## src/rtl/mem_access_pkg.sv

```systemverilog
// Control-word bit positions and FSM state encoding shared by the memory stage.
package mem_access_pkg;

  localparam int REG_WRITE = 20;
  localparam int MEM_READ  = 21;
  localparam int MEM_WRITE = 22;

  typedef enum logic {
    IDLE = 1'b0,
    BUSY = 1'b1
  } state_t;

  // Errored entries must never write back, so the reg_write bit is dropped.
  function automatic logic [31:0] clr_reg_write(input logic [31:0] cw);
    logic [31:0] r;
    r = cw;
    r[REG_WRITE] = 1'b0;
    return r;
  endfunction

endpackage

```

## src/rtl/mem_access.sv

```systemverilog
// Memory stage: passes ALU results through, or runs one bus load/store per entry with a timeout.
// Latency: 1 cycle for ALU ops and misaligned accesses; 2+ cycles for bus accesses (ack-driven).
// Backpressure: stall holds upstream while a bus access is pending; no downstream backpressure.
module mem_access
  import mem_access_pkg::*;
#(
  parameter int TIMEOUT = 15
) (
  input  logic        clock,
  input  logic        reset,
  input  logic        valid_in,
  input  logic [31:0] alu_in,
  input  logic [31:0] b_in,
  input  logic [4:0]  rd_in,
  input  logic [31:0] c_m_w_in,
  output logic        mem_req,
  output logic        mem_we,
  output logic [31:0] mem_addr,
  output logic [31:0] mem_wdata,
  input  logic [31:0] mem_rdata,
  input  logic        mem_ack,
  output logic        stall,
  output logic [31:0] d2_out,
  output logic [4:0]  rd_out,
  output logic [31:0] c_m_w_out,
  output logic        valid_out,
  output logic        err_out
);

  localparam int CW = $clog2(TIMEOUT + 1);

  state_t        state;
  logic [CW-1:0] wait_cnt;
  logic [4:0]    lat_rd;
  logic [31:0]   lat_cmw;

  logic is_mem;
  logic aligned;
  logic timeout_fire;

  assign is_mem       = c_m_w_in[MEM_READ] | c_m_w_in[MEM_WRITE];
  assign aligned      = (alu_in[1:0] == 2'b00);
  // Firing on TIMEOUT-1 keeps mem_req high for exactly TIMEOUT cycles.
  assign timeout_fire = (wait_cnt == CW'(TIMEOUT - 1));

  always_comb begin
    stall = 1'b0;
    case (state)
      IDLE:    stall = valid_in & is_mem & aligned;
      BUSY:    stall = ~(mem_ack | timeout_fire);
      default: stall = 1'b0;
    endcase
  end

  always_ff @(posedge clock) begin
    if (reset) begin
      state     <= IDLE;
      wait_cnt  <= '0;
      lat_rd    <= '0;
      lat_cmw   <= '0;
      mem_req   <= 1'b0;
      mem_we    <= 1'b0;
      mem_addr  <= '0;
      mem_wdata <= '0;
      d2_out    <= '0;
      rd_out    <= '0;
      c_m_w_out <= '0;
      valid_out <= 1'b0;
      err_out   <= 1'b0;
    end else begin
      case (state)
        IDLE: begin
          valid_out <= 1'b0;
          if (valid_in) begin
            if (!is_mem) begin
              d2_out    <= alu_in;
              rd_out    <= rd_in;
              c_m_w_out <= c_m_w_in;
              valid_out <= 1'b1;
              err_out   <= 1'b0;
            end else if (!aligned) begin
              d2_out    <= alu_in;
              rd_out    <= rd_in;
              c_m_w_out <= clr_reg_write(c_m_w_in);
              valid_out <= 1'b1;
              err_out   <= 1'b1;
            end else begin
              mem_req   <= 1'b1;
              mem_we    <= c_m_w_in[MEM_WRITE];
              mem_addr  <= alu_in;
              mem_wdata <= b_in;
              lat_rd    <= rd_in;
              lat_cmw   <= c_m_w_in;
              wait_cnt  <= '0;
              state     <= BUSY;
            end
          end
        end
        BUSY: begin
          valid_out <= 1'b0;
          if (mem_ack) begin
            d2_out    <= mem_we ? mem_addr : mem_rdata;
            rd_out    <= lat_rd;
            c_m_w_out <= lat_cmw;
            valid_out <= 1'b1;
            err_out   <= 1'b0;
            mem_req   <= 1'b0;
            state     <= IDLE;
          end else if (timeout_fire) begin
            d2_out    <= '0;
            rd_out    <= lat_rd;
            c_m_w_out <= clr_reg_write(lat_cmw);
            valid_out <= 1'b1;
            err_out   <= 1'b1;
            mem_req   <= 1'b0;
            state     <= IDLE;
          end else begin
            wait_cnt <= wait_cnt + 1'b1;
          end
        end
        default: state <= IDLE;
      endcase
    end
  end

endmodule

```

## config.mk

```make
export PLATFORM = sky130hd
export DESIGN_NAME = mem_access
export DESIGN_NICKNAME = d
export VERILOG_FILES = /design/src/rtl/mem_access_pkg.sv /design/src/rtl/mem_access.sv
export SDC_FILE = /design/constraint.sdc
export NUM_CORES = 1
export LEC_CHECK = 0
export ABC_AREA = 0
export CAP_MARGIN = 10
export CORE_MARGIN = 4
export CORE_UTILIZATION = 40
export DETAILED_ROUTE_END_ITERATION = 16
export GPL_TIMING_DRIVEN = 0
export PLACE_DENSITY = 0.76
export SETUP_SLACK_MARGIN = 0.15
export SLEW_MARGIN = 20
export SYNTH_ARGS = -nofsm -noshare
export SYNTH_HDL_FRONTEND = slang
export SYNTH_SLANG_ARGS = --single-unit
```

## constraint.sdc

```tcl
create_clock -name clock -period 1.56 [get_ports clock]
set_input_delay 0.234 -clock clock [delete_from_list [all_inputs] [get_ports clock]]
set_output_delay 0.234 -clock clock [all_outputs]
set_load 0.03 [all_outputs]
```

Word-level counts from Yosys, hierarchy flattened
Cells that the tools add are included.
- multiplexer cells: 50
- reductions and logical operators: 5
- eq/ne operators: 8
- add/sub/neg operators: 1
- bitwise operators: 6
- operator list (kind ; number):
    $mux W32 ; 11
    $pmux W32 S2 ; 2
    $mux W5 ; 5
    $mux W1 ; 20
    $mux W4 ; 5
    $ne A2 B2 Y1 const B ; 5
    $pmux W1 S2 ; 5
    $pmux W5 S2 ; 1
    $pmux W4 S2 ; 1
    $reduce_and A4 Y1 ; 2
    $reduce_and A5 Y1 ; 1
    $add A4 B1 Y4 const B ; 1
    $eq A4 B4 Y1 const B ; 1
    $ne A3 B2 Y1 const B ; 1
    $ne A3 B3 Y1 const B ; 1
    $reduce_and A3 Y1 ; 1
    $and A1 B1 Y1 ; 2
    $logic_not A2 Y1 ; 1
    $not A1 Y1 ; 2
    $or A1 B1 Y1 ; 2
- input port bits: 137
- flip-flop bits (word level): 179

Logic depth before layout (Yosys ltp)
Gate-level depths: netlist of the first run.
- depth after elaboration: 5
- depth in mapped cells: 8
- depth with buffers taken out: 6

Worst setup path before layout of the first run
Ideal clock, no wire load.
- path kind: reg2reg
- start: register wait_cnt[0]
- end: register d2_out[21]
- data required time: 1.480 ns
- data arrival time: 1.592 ns
- library setup time: 0.080 ns
- slack: -0.113 ns
- path buffers: 2
- cell stages (with the launch flop): 9
- cell sequence: dfxtp_1 > inv_1 > ha_1 > a31oi_2 > nand2b_1 > nand2_2 > buf_2 > buf_6 > a211oi_2
- word-level cells in the longest chain between the ends: 3
- ends and longest elaborated chain (what ; RTL line ; source):
    from (decl) ; mem_access.sv:33 ; logic [CW-1:0] wait_cnt;
    from (signal assigned) ; mem_access.sv:118 ; wait_cnt <= wait_cnt + 1'b1;
    $eq A4 B4 Y1 ; mem_access.sv:44 ; assign timeout_fire = (wait_cnt == CW'(TIMEOUT - 1));
    $ne A3 B2 Y1 (no line) ; n/a ;
    $reduce_and A3 Y1 (no line) ; n/a ;
    to (signal assigned) ; mem_access.sv:76 ; d2_out <= alu_in;
    to (signal assigned) ; mem_access.sv:82 ; d2_out <= alu_in;
    to (signal assigned) ; mem_access.sv:102 ; d2_out <= mem_we ? mem_addr : mem_rdata;
    to (decl) ; mem_access.sv:23 ; output logic [31:0] d2_out,
Every way passes these cells.
A chain may end at the register's enable or synchronous reset.

Worst setup path in the final report of the first run
- start: input port c_m_w_in[22]
- end: output port stall
- word-level cells in the longest chain between the ends: 4
- ends and longest elaborated chain (what ; RTL line ; source):
    from (decl) ; mem_access.sv:15 ; input logic [31:0] c_m_w_in,
    $or A1 B1 Y1 ; mem_access.sv:41 ; assign is_mem = c_m_w_in[MEM_READ] | c_m_w_in[MEM_WRITE];
    $and A1 B1 Y1 (2 in a row) ; mem_access.sv:49 ; IDLE: stall = valid_in & is_mem & aligned;
    $pmux W1 S2 ; mem_access.sv:48 ; case (state)
    to (decl) ; mem_access.sv:22 ; output logic stall,
Every way passes these cells.

==> key figures, run 1 <==
Outcome
  – Outcome: complete, but fails checks
  – Failing checks: setup timing

Critical path
  – Critical Path End: stall
  – Crit path launch: c_m_w_in[22]
  – CP max stage cell: dlygate4sd2_1
  – Top Family by Delay on Critical Path: buffers and inverters
  – Kind of critical path: in2out
  – R2R depth: 10
  – Critical-path cell list: dlygate4sd2_1, or2_1, clkbuf_4, nand4_4, buf_8, buf_8, nand2_2, buf_6
  – CP dominant cell by count: buf_8
  – Crit. End Element: output port
  – CP peak stage delay: about 0.35 ns
  – R2R Path Start: state
  – Worst path depth: 8
  – RR Endpoint: lat_cmw[2]
  – CP max FO: 4
  – Worst path arrival time: approximately 1.5 ns
  – WP data required: between 1 and 1.5 ns
  – WP buf/inv: 5
  – Crit start category: input port
  – R2r setup slk: -0.13 ns

STA
  – Final-report max-slew violation count: 0
  – Final period utilization: 110.4%
  – Hold_ws: roughly 0.27 ns
  – Period minus WS final: roughly 1.7 ns
  – Rel. slew slack: 36.98%
  – Unrepaired setup endpoints after global routing: yes
  – Slew @ Worst Pin: about 0.95 ns
  – Final setup margin: -0.1622 ns
  – Final Hold Viols: 0
  – Final setup TNS: -9.429 ns
  – Max Fclk: between 500 and 600 MHz
  – Clk_skew: 0.01235 ns
  – Finish-stage setup viols: 142

Finish
  – Register area: ~3600 sq um
  – Area grow syn2layout: 87.70%
  – Multi-input logic area: 5022 sq um
  – Share of layout cells above drive strength 1: between 40 and 50%
  – Fill count: roughly 1,200
  – Final Instance Count excl. Fillers: roughly 1,500
  – Post-Layout Inst Area: about 14,000 sq um
  – Layout Nets: approximately 1,400

Drt
  – Wl on met1: ~12,000 um
  – Vias: ~8,300
  – 1st-pass router iterations: 5
  – Met3 Wirelength: between 2000 and 3000 um
  – DR WL met2: between 15,000 and 20,000 um
  – DR vias/cell: approximately 5.6
  – DRC: 0
  – Antenna Nets Post-Route: 0
  – WL/cell: between 20 and 25 um
  – Routed WL: around 32,000 um
  – Initial drt markers: 476
  – Top Metal Used: met4

Power and ir drop
  – Sequential power share: between 30% and 40%
  – Power per cell area: 903.9 nW/um^2
  – Cell-internal power: 0.008798 W
  – Gate power share: 23.3%
  – Clock power frac: 36.8%
  – Switching power: 0.003667 W
  – Max VDD drop: roughly 770 uV
  – Leakage: about 5.2 nW
  – Sw Share: between 20% and 30%

Floorplanning
  – Starting Density: between 40% and 50%
  – Chip Width: between 100 and 150 um
  – DIE AREA: between 20,000 and 25,000 sq um
  – Die height: approximately 140 um
  – # IOs: between 200 and 300
  – Core footprint: around 18,000 sq um
  – Placement Rows: between 40 and 50

Synth
  – Dominant cells by area after synthesis: dfxtp_1, nand2_1, a21oi_1
  – Yosys top cell by area: dfxtp_1
  – Distinct cell type count after synthesis: 34
  – Flops & latches, synth: 178
  – Cell count after synthesis: approximately 870
  – Yosys warning count: 0
  – Post-Syn Nets: around 1,000
  – Post-Syn Area per Cell: 8.455 sq um
  – Sequential area share after synthesis: approximately 49%
  – Mapped cell area: ~7300 sq um
  – Yosys top cell area share: just under 50%

GRT
  – Vias in the first global route: approximately 8,300
  – Antenna violations before repair: 2
  – First-pass GRT wire length: 45,700 um
  – GR Overflow Total: 0
  – Gr usage total: 28.62%
  – Largest net degree at the start of global routing: 17

CTS
  – CTS H-tree lvls: 4
  – Clock Tree Buf Depth: 2
  – Sink Count: 178
  – CTS buffer count: 17
  – CTS clk-pin slew, worst paths: around 0.06 ns
  – Root Buffer: clkbuf_16
  – CTS tree: built
  – Clk Latency, worst-skew pair: approximately 0.43 ns

Placement
  – DP HPWL: roughly 19,000 um
  – Dpl cells: approximately 1,400
  – Port Buffers: roughly 270
  – Worst slack, placed: -1.384 ns
  – Gpl congestion: about 0.84
  – Placed Area: approximately 10,000 sq um

Run
  – Max Cap Viol: 0

Hold path
  – Beginning of the worst hold path: c_m_w_in[21]
  – Worst min path class: in2reg
  – Min-Delay Path Depth: 3
synthesized netlist by cell type (all sizes together):
master and instances:
nand2 202, o221ai 1, dfxtp 178, a31oi 2, a211oi 69, nor3 69
nor4 1, nand4 1, ha 2, nand2b 2, a21oi 138, inv 2
mux2i 68, a21o 1, and3 1, nor2 40, clkbuf 40, nor3b 2
or2 2, mux2 2, nand3 5, buf 39, a32oi 2
worst register-to-register path: stages, from the launching register on:
cell and delay [ns]:
dfxtp_2 0.32, buf_6 0.13, nand2b_4 0.16, nor4_4 0.13
buf_4 0.18, buf_6 0.13, buf_12 0.13, buf_12 0.12
buf_16 0.14, nand2_4 0.05, a21oi_2 0.13
how the worst min path moves through the flow:
| stage | end | slack, ns |
|---|---|---|
| 4_1_cts | lat_cmw[21] | 0.22 |
| 5_1_grt | lat_cmw[21] | 0.27 |
| 6_report | lat_cmw[21] | 0.27 |
| 2_1_floorplan | lat_cmw[22] | 0.36 |
| 3_5_place_dp | lat_cmw[13] | 0.45 |
| 3_3_place_gp | lat_cmw[14] | 0.44 |
cells in the final DEF (no fill, tap or decap), types with 13 or more instances in the layout:
cell type,count
a211oi_2,67
a21oi_1,48
a21oi_2,89
buf_12,27
buf_2,13
buf_4,21
buf_6,21
clkbuf_1,23
clkbuf_16,21
clkbuf_2,62
clkdlybuf4s15_2,68
clkdlybuf4s50_1,131
dfxtp_1,174
mux2i_1,68
nand2_1,115
nand2_2,27
nand2_4,59
nor2_1,38
nor3_2,50
stage by stage:
stage	total power (W)	utilization (%)
floorplan	0.006126	-
global placement	0.007150	57.90
detailed placement	0.007177	57.90
CTS	0.01221	72.80
global route	0.01284	76.51
finish	0.01247	76.51
kinds of logic (layout without fill, tap and decap cells):
group / Yosys count / count (layout) / synth area share, %
flip-flops: 178 / 178 / 48.50
AO/OA/AOI/OAI: 213 / 213 / 17.90
AND/OR/NAND/NOR: 325 / 325 / 18.66
other: 0 / 2 / 0
multiplexers: 70 / 70 / 9.571
adder cells (fa/ha/maj): 2 / 2 / 0.3405
buffers and inverters: 81 / 446 / 5.024
sequential cells by signal, indices dropped and copies added, names as in the netlist, 4 cells and up:
name / count
c_m_w_out: 32
rd_out: 5
lat_rd: 5
lat_cmw: 32
mem_addr: 32
mem_wdata: 32
wait_cnt: 4
d2_out: 32
timing repair:
action,CTS,global route
setup buffers,37,8
gates resized for setup,666,295
hold buffers,0,0
endpoints found under the setup margin,316,246
cloned,14,1
pin swaps,43,111
hold endpoints to repair,0,0
power by group through the flow:
stage | Combinational, W | Clock [W] | Sequential (W)
after floorplan | 0.000699 | 0 | 0.00543
after global placement | 0.00213 | 0 | 0.00502
after detailed placement | 0.00215 | 0 | 0.00502
after CTS | 0.00265 | 0.00460 | 0.00495
after global routing | 0.00303 | 0.00482 | 0.00499
final | 0.00290 | 0.00459 | 0.00498
final cells by class:
class                           instances  area share [%]
Antenna cell                            2         0.03629
Buffer                                 79           5.852
Clock buffer                           20           3.166
Clock inverter                         12           1.316
Inverter                                2          0.1089
Multi-Input combinational cell        610           36.42
Sequential cell                       178           25.88
Tap cell                              229           2.078
Timing Repair Buffer                  333           25.15
routing by layer:
metal  up-vias  GRT usage [%]
li1       3733              -
met1      4075          34.43
met2       379          47.67
met3        70          8.453
met4         0          12.29
met5         -              0
(Power assumes the default switching activity.)
==> run 2, diff against run 1 <==
CORE_UTILIZATION = 44   (was 40)
PLACE_DENSITY = 0.8   (was 0.76)
SLEW_MARGIN = unset   (was 20)
clock period = 1.6 ns   (was 1.56 ns; I/O delays follow)
==> run 2 against run 1 <==
  * The run still ends with setup timing left
  * Power shrank 3.2%
  * Hold slack got worse by 0.00052 ns
  * Via count is 2.6% higher
  * Largest power group unchanged
  * Highest routed layer unchanged
==> key figures, run 2 (synthesis results as in run 1) <==
GRT
  – GR Overflow Total: 0
  – Largest net degree at the start of global routing: 17
  – Vias in the first global route: 7,634
  – First-pass GRT wire length: slightly above 40,000 um
  – Antenna violations before repair: 2
  – Gr usage total: roughly 29%

Critical path
  – CP max FO: 4
  – Kind of critical path: reg2out
  – Crit. End Element: output port
  – Worst path arrival time: 1.56 ns
  – Crit start category: register
  – WP data required: about 1.4 ns

Placement
  – DP HPWL: around 19,000 um
  – Gpl congestion: 0.8101
  – Port Buffers: ~270
  – Placed Area: between 10,000 and 15,000 sq um

STA
  – Final period utilization: 112.7%
  – Rel. slew slack: between 30% and 40%
  – Final setup margin: -0.2026 ns
  – Slew @ Worst Pin: roughly 0.91 ns
  – Clk_skew: ~0.012 ns
  – Period minus WS final: around 1.8 ns
  – Max Fclk: 554.7 MHz
  – Unrepaired setup endpoints after global routing: yes
  – Finish-stage setup viols: between 150 and 200
  – Final-report max-slew violation count: 0
  – Final Hold Viols: 0

Finish
  – Layout Nets: 1,362
  – Register area: ~3600 sq um
  – Commonest cells after routing, fill and taps aside: dfxtp_1, clkdlybuf4s50_1, nand2_1
  – Area grow syn2layout: 88.33%
  – Most common cell after layout, fill and taps aside: dfxtp_1
  – Post-Layout Inst Area: roughly 14,000 sq um
  – Post-layout util: between 80% and 90%
  – Multi-input logic area: 5209 sq um
  – Share of layout cells above drive strength 1: between 40 and 50%
  – Fill count: 841

Drt
  – DR vias/cell: a little under 6
  – Initial drt markers: 586
  – 1st-pass router iterations: 5
  – Routed WL: 34,510 um
  – DRC: 0
  – Vias: 8,475
  – WL/cell: 23.72 um
  – Antenna Nets Post-Route: 0

Hold path
  – Worst min path class: in2reg

CTS
  – CTS tree: built
  – Clock Tree Buf Depth: 2
  – Clk Latency, worst-skew pair: about 0.44 ns
  – Root Buffer: clkbuf_16
  – Hold-fix buffers, CTS: 0
  – CTS buffer count: 17
  – CTS H-tree lvls: 4
  – Sink Count: between 150 and 200
  – CTS clk-pin slew, worst paths: about 0.070 ns

Power and ir drop
  – Leakage: roughly 5.4 nW
  – Max VDD drop: about 840 uV
  – Power per cell area: approximately 870 nW/um^2

Floorplanning
  – Starting Density: between 40% and 50%
  – Core footprint: 16,120 sq um
  – DIE AREA: 18,830 sq um
  – Die height: 137.2 um
  – Placement Rows: 46
  – # IOs: between 200 and 300
  – Chip Width: between 100 and 150 um

Run
  – Max Cap Viol: 0

Outcome
  – Failing checks: setup timing
  – Outcome: complete, but fails checks
-- run 2: what timing repair did --
action	in CTS	in global routing
setup buffers	29	12
pin swaps	38	198
cloned	10	11
resized for setup	395	474
endpoints found under the setup margin	315	251
-- run 2: cell type report --
cell class	instances	share of cell area (%)
plain buffers	79	5.281
repair buffers	335	24.88
multi-input cells	610	37.64
clock buffers	19	3.201
clock inverters	13	1.085
diodes	3	0.05425
well taps	216	1.953
inverters	2	0.1085
flip-flops and latches	178	25.79
-- run 2: path summary, 6_finish.rpt --
check / cells past startpoint / start / slack, ns / end
hold reg to reg: 2 / mem_wdata[12] / 0.45 / mem_wdata[12]
hold / removal: 3 / c_m_w_in[21] / 0.27 / lat_cmw[21]
setup / recovery: 6 / wait_cnt[0] / -0.20 / stall
setup reg to reg: 10 / state / -0.19 / mem_addr[20]
-- run 2: metal layers --
layer  global-route usage [%]  part of all wire [%]  vias up
met3                    9.240                   8.9      136
met1                    32.72                    36     4113
met4                    10.48                   4.8        0
met5                        0                     0        -
li1                         -                     -     3751
met2                    50.03                    51      475
-- run 2: power breakdown --
group / internal (W) / switching, W
Clock: 0.00237 / 0.00197
Combinational: 0.00125 / 0.00159
Sequential: 0.00467 / 0.000212
-- run 2: per-stage QoR --
stage | setup slack, ns | hold WS [ns] | instances | power, W | setup TNS [ns]
finish | -0.2026 | 0.2700 | 1455 | 0.01207 | -13.86
global route | -0.2429 | 0.2684 | 1452 | 0.01235 | -21.72
CTS | -0.1261 | 0.2417 | 1429 | 0.01131 | -4.330
detailed placement | -1.326 | 0.4461 | 1358 | 0.006992 | -108.81
global placement | -1.322 | 0.4385 | 1358 | 0.006968 | -104.68
floorplan | 0.1570 | 0.3685 | 869 | 0.005972 | 0
-- run 2: critical path, cell delays in order (launching register included) --
cell and delay (ns):
dfxtp_2 0.34, inv_2 0.05, ha_4 0.15, a31oi_4 0.26
nand2_4 0.11, nand2_4 0.08, buf_6 0.14
==> variant 1, RTL diff (config.mk and constraints of run 1) <==
Register the output `err_out` once more, cleared by the reset; this adds one clock of latency there. The other outputs are not delayed to match.
--- a/src/rtl/mem_access.sv
+++ b/src/rtl/mem_access.sv
@@ -29,4 +29,6 @@
 
   localparam int CW = $clog2(TIMEOUT + 1);
+
+  logic err_s0;
 
   state_t        state;
@@ -67,5 +69,5 @@
       c_m_w_out <= '0;
       valid_out <= 1'b0;
-      err_out   <= 1'b0;
+      err_s0    <= 1'b0;
     end else begin
       case (state)
@@ -78,5 +80,5 @@
               c_m_w_out <= c_m_w_in;
               valid_out <= 1'b1;
-              err_out   <= 1'b0;
+              err_s0    <= 1'b0;
             end else if (!aligned) begin
               d2_out    <= alu_in;
@@ -84,5 +86,5 @@
               c_m_w_out <= clr_reg_write(c_m_w_in);
               valid_out <= 1'b1;
-              err_out   <= 1'b1;
+              err_s0    <= 1'b1;
             end else begin
               mem_req   <= 1'b1;
@@ -104,5 +106,5 @@
             c_m_w_out <= lat_cmw;
             valid_out <= 1'b1;
-            err_out   <= 1'b0;
+            err_s0    <= 1'b0;
             mem_req   <= 1'b0;
             state     <= IDLE;
@@ -112,5 +114,5 @@
             c_m_w_out <= clr_reg_write(lat_cmw);
             valid_out <= 1'b1;
-            err_out   <= 1'b1;
+            err_s0    <= 1'b1;
             mem_req   <= 1'b0;
             state     <= IDLE;
@@ -124,4 +126,12 @@
   end
 
+  always_ff @(posedge clock) begin
+    if (reset) begin
+      err_out <= '0;
+    end else begin
+      err_out <= err_s0;
+    end
+  end
+
 endmodule
 
Function: changed (Yosys sat finds a counterexample within 4 cycles, from zero or initial values and one cycle with reset high).
==> variant 1 against run 1 <==
  * The flow still finishes with violations (negative setup slack)
  * Count of clock-buffer cells in the layout decreased by 3
  * Wire length decreased by 5.5%
  * Synthesized area decreased by 0.27%
  * Largest power group unchanged
  * Sequential cell count increased by 1
  * Total power decreased by 5.5%
  * Design area decreased by 4.9%
  * Worst setup slack got worse by 0.018 ns
  * Clock power decreased by 8.1%
==> variant 1: results (changes against run 1) <==
Via density=5.46 (-3.1%); layout cell share with drive strength beyond 1=42.3% (-6.6 points); Slowest-stage cell, CP=dfxtp_2; DP Area=0.0105 sq mm (+0.24%); max incr delay on CP=0.32 ns (-0.03 ns); # fillers=1,268 (+8.3%); crit-path max FO=5 (+1); Setup WS pre-CTS=-1.27 ns (+0.110 ns); Post-Synth Adder-Cell Area=0.342% (+0.00093 points); Synth-to-Final Area Change=79.0%; Initial DRT Pass Iterations=5 (unchanged); mux cell area share after synthesis=9.60% (+0.026 points); placed insts=1,373 (+0.15%); Commonest cells post-synth=nand2_1, dfxtp_1, a21oi_1; worst-margin pin slew=0.721 ns (-0.225 ns); hpwl dp=19.3 mm (+2.0%); pin count of the biggest net entering global routing=19 (+2); P_int=0.00806 W (-8.4%); fin worst setup slack=-0.181 ns (-0.0185 ns); Clock Power=0.00422 W (-8.1%); LEAKAGE=5.07 nW (-3.4%); final setup vio count=162 (+14%); status=complete, but fails checks; R2R Setup Slk=-0.15 ns (-0.02 ns); number of global-route vias before repair=7,623 (-7.8%); Hold Path Class=in -> reg; Hold Slack=0.252 ns (-0.0183 ns); Worst R2R Path Depth=9 (-1); initial antenna violation count=1 (-1); Yosys cell types=32 (-5.9%); Gate Count Post-Synth=871 (+0.23%); 1st-iter DRT viols=428 (-10%); Area contributors post-synth=dfxtp_1, nand2_1, a21oi_1; Crit. Startpoint=state$_SDFF_PP0_; maximum vdd ir drop=0.000819 V (+6.2%); Synth warnings=0 (unchanged); GRT Total Usage=27.1% (-1.5 points); Synth top area share=48.9% (+0.41 points); met3 usage=7.09% (-1.4 points); setup TNS=-12.99 ns (-3.56 ns); R2R Path Start=wait_cnt[0]$_SDFFE_PP0P_; Flop pwr share=42.3% (+2.4 points); WL final=30.7 mm (-5.5%); detailed-route via count=8,001 (-3.1%); register area share after synthesis=48.9% (+0.41 points); first-pass GRT wire length=42.9 mm (-6.1%); Worst EP arrival=1.51 ns (+0.02 ns); complex-gate fraction of the synthesized area=17.3% (-0.63 points); GP Congestion=0.865 (+3.3%); syn_nets=1,010 (+0.20%); R2R Path End=c_m_w_out[13]$_SDFFE_PP0P_; Setup Skew=0.00835 ns (-0.00400 ns); met1 Use GR=34.3% (-0.14 points); failing checks=negative setup slack; power per cell area=898 mW/mm^2 (-0.66%)
==> variant 1: changes by cell type after synthesis, sizes merged <==
cell	run 1	this run
nor2b	0	1
dfxtp	178	179
clkbuf	40	32
buf	39	47
==> variant 1: repair_timing <==
item / 4_1_cts / 5_1_grt
endpoints found under the setup margin: 316 / 248
cloned: 11 / 2
buffers inserted: 30 / 16
pin swaps: 40 / 120
gates resized for setup: 498 / 341
==> variant 1: how the worst min path moves through the flow <==
stage                                             to  cells past startpoint                  startpoint
final                       lat_cmw[22]$_SDFFE_PP0P_                      3                c_m_w_in[22]
after floorplan             lat_cmw[22]$_SDFFE_PP0P_                      2                c_m_w_in[22]
after CTS                   lat_cmw[22]$_SDFFE_PP0P_                      3                c_m_w_in[22]
after global placement    mem_wdata[12]$_SDFFE_PP0P_                      2  mem_wdata[12]$_SDFFE_PP0P_
after detailed placement    lat_cmw[27]$_SDFFE_PP0P_                      2    lat_cmw[27]$_SDFFE_PP0P_
after global routing        lat_cmw[22]$_SDFFE_PP0P_                      3                c_m_w_in[22]
==> variant 1: final cells by class <==
type | count | area share [%]
clock buffers | 17 | 3.24
flip-flops and latches | 179 | 27.4
multi-input cells | 611 | 34.9
repair buffers | 332 | 25.7
plain buffers | 79 | 5.37
well taps | 229 | 2.19
diodes | 1 | 0.0191
inverters | 2 | 0.115
clock inverters | 15 | 1.06
==> variant 1: cells by family (layout without fill, tap and decap cells) <==
kind of cell    Yosys count  count (layout)
compound gates          213             213
simple gates            326             326
fa+ha+maj                 2               2
flops                   179             179
buf+inv                  81             445
other cells               0               1
mux                      70              70
==> variant 1: layer usage <==
metal	wire [microns]	vias to the layer above	part of all wire [%]
met1	12300	3872	40
met2	15300	323	50
met3	2280	59	7.5
li1	-	3747	-
met4	793	0	2.6
met5	0	-	0
==> variant 2, RTL diff (config.mk and constraints of run 1) <==
Made on the original files. Set the parameter `TIMEOUT` to 16 (it was 15).
--- a/src/rtl/mem_access.sv
+++ b/src/rtl/mem_access.sv
@@ -5,5 +5,5 @@
   import mem_access_pkg::*;
 #(
-  parameter int TIMEOUT = 15
+  parameter int TIMEOUT = 16
 ) (
   input  logic        clock,
Check against the original RTL: not settled (the Yosys comparison gave no result); the edit may change what the design does.
==> variant 2 against run 1 <==
  * The run still ends with negative setup slack left
  * Non-clock buffer count fell by 13
  * Synthesized area decreased by 2.7%
  * Utilization down 0.50 points
  * Via count shrank 6.1%
  * Design area is 4.0% lower
  * Final cell count decreased by 1.2%
  * Total power is 4.2% lower
  * Wire length shrank 10%
  * Sequential cell count up 1
  * Maximum frequency is 14% lower
  * Worst setup slack got worse by 0.27 ns
  * Highest routed layer unchanged
==> variant 2: results (changes against run 1) <==
clock transition at the registers of the reported paths=0.08 ns (+0.02 ns); initial antenna violation count=0 (-2); failing checks=negative setup slack; setup TNS=-40.19 ns (-30.77 ns); crit-path max FO=10 (+6); Initial DRT Pass Iterations=5 (unchanged); Hold Path Class=in -> reg; pin count of the biggest net entering global routing=18 (+1); GRT Total Usage=26.0% (-2.6 points); async set-or-reset flop fraction in the synthesized netlist=0% (unchanged); Yosys cell types=28 (-18%); CTS H-tree depth=4 (unchanged); fin worst setup slack=-0.434 ns (-0.272 ns); Hold Slack=0.231 ns (-0.0398 ns); # fillers=1,193 (+1.9%); Area contributors post-synth=dfxtp_1, nand2_1, mux2i_1; hpwl dp=18.0 mm (-4.7%); worst-case headroom to the max-slew limit=46.4% (+9.5 points); first-pass GRT wire length=41.0 mm (-10%); 1st-iter DRT viols=287 (-40%); Setup Skew=0.0139 ns (+0.00156 ns); final setup vio count=173 (+22%); Clk Latency, worst-skew pair=0.44 ns; layout cell share with drive strength beyond 1=31.9% (-17 points); IO buf count=273 (unchanged); status=complete, but fails checks; maximum vdd ir drop=0.000749 V (-2.8%); Synth warnings=0 (unchanged); deepest clock path buffer count=2 (unchanged); ys flop type=dfxtp_1; number of global-route vias before repair=7,505 (-9.3%); GP Congestion=0.806 (-3.7%); register area share after synthesis=50.1% (+1.6 points); Via density=5.36 (-5.0%); DP Area=0.0103 sq mm (-1.7%); syn_nets=1,002 (-0.60%); DR WL/cell=20.2 microns (-8.9%); Commonest cells post-synth=nand2_1, dfxtp_1, a21oi_1; fin nets=1,347 (-0.96%); Worst EP arrival=2.33 ns (+0.84 ns); LEAKAGE=6.43 nW (+22%)
## variant 2: cell count changes after synthesis, moves of 8 or more
cell / delta
buf_2: -15
nor2_1: +64
clkbuf_1: +8
nor3_1: -69
a211oi_2: -10
a211oi_1: +9
## variant 2: metal layers
metal | GRT usage (%) | vias to the layer above | routed length (microns)
met5 | 0 | - | 0
met4 | 8.33 | 0 | 563
met3 | 7.95 | 35 | 1980
met2 | 44.6 | 264 | 15100
met1 | 31.2 | 3812 | 11500
li1 | - | 3640 | -
## variant 2: critical path: stages, from the launching register on
cell and delay (ns):
dfxtp_4 0.36, ha_4 0.14, and3_4 0.19, ha_4 0.16
nor3b_4 0.06, a311oi_4 0.31, buf_6 0.24, buf_6 0.16
nor2_1 0.05, a211oi_1 0.21
## variant 2: stage by stage
stage	utilization (%)	setup slack (ns)	std cells
after global routing	76.0	-0.510	1446
after global placement	58.9	-1.11	1361
final	76.0	-0.434	1447
after floorplan	-	-0.214	863
after detailed placement	58.9	-1.13	1361
after CTS	68.4	-0.370	1432
## variant 2: repair_timing
action | CTS | global route
pin swaps | 34 | 142
setup buffers | 29 | 9
cloned | 11 | 5
endpoints found under the setup margin | 317 | 288
resized for setup | 268 | 396
## variant 2: cell type report
type                            instances  area, sq um  area share, %
Multi-Input combinational cell        609         4360           33.0
Inverter                                2         7.51         0.0567
Antenna cell                            1         2.50         0.0189
Clock inverter                         14          166           1.26
Sequential cell                       179         3590           27.1
Tap cell                              225          282           2.13
Timing Repair Buffer                  327         3680           27.8
Clock buffer                           18          429           3.24
Buffer                                 72          711           5.37
## variant 2: cell families (layout without fill, tap and decap cells)
group / count (synthesis) / after routing / synth area share, %
AO/OA/AOI/OAI: 211 / 211 / 17.5
adder cells (fa/ha/maj): 2 / 2 / 0.350
buffers and inverters: 75 / 433 / 4.48
flip-flops: 179 / 179 / 50.1
multiplexers: 69 / 69 / 9.66
other: 0 / 1 / 0
AND/OR/NAND/NOR: 327 / 327 / 17.9
## variant 2: power breakdown
part	total, W	internal, W	switching (W)
combinational	0.00256	0.00116	0.00140
sequential	0.00494	0.00481	0.000136
clock	0.00444	0.00241	0.00202
## variant 2: final timing paths
check                              from                          to  cells after the start
max            wait_cnt[1]$_SDFFE_PP0P_     d2_out[29]$_SDFFE_PP0P_                      9
min                        c_m_w_in[22]    lat_cmw[22]$_SDFFE_PP0P_                      3
max reg2reg    wait_cnt[1]$_SDFFE_PP0P_     d2_out[29]$_SDFFE_PP0P_                      9
min reg2reg  mem_wdata[25]$_SDFFE_PP0P_  mem_wdata[25]$_SDFFE_PP0P_                      2
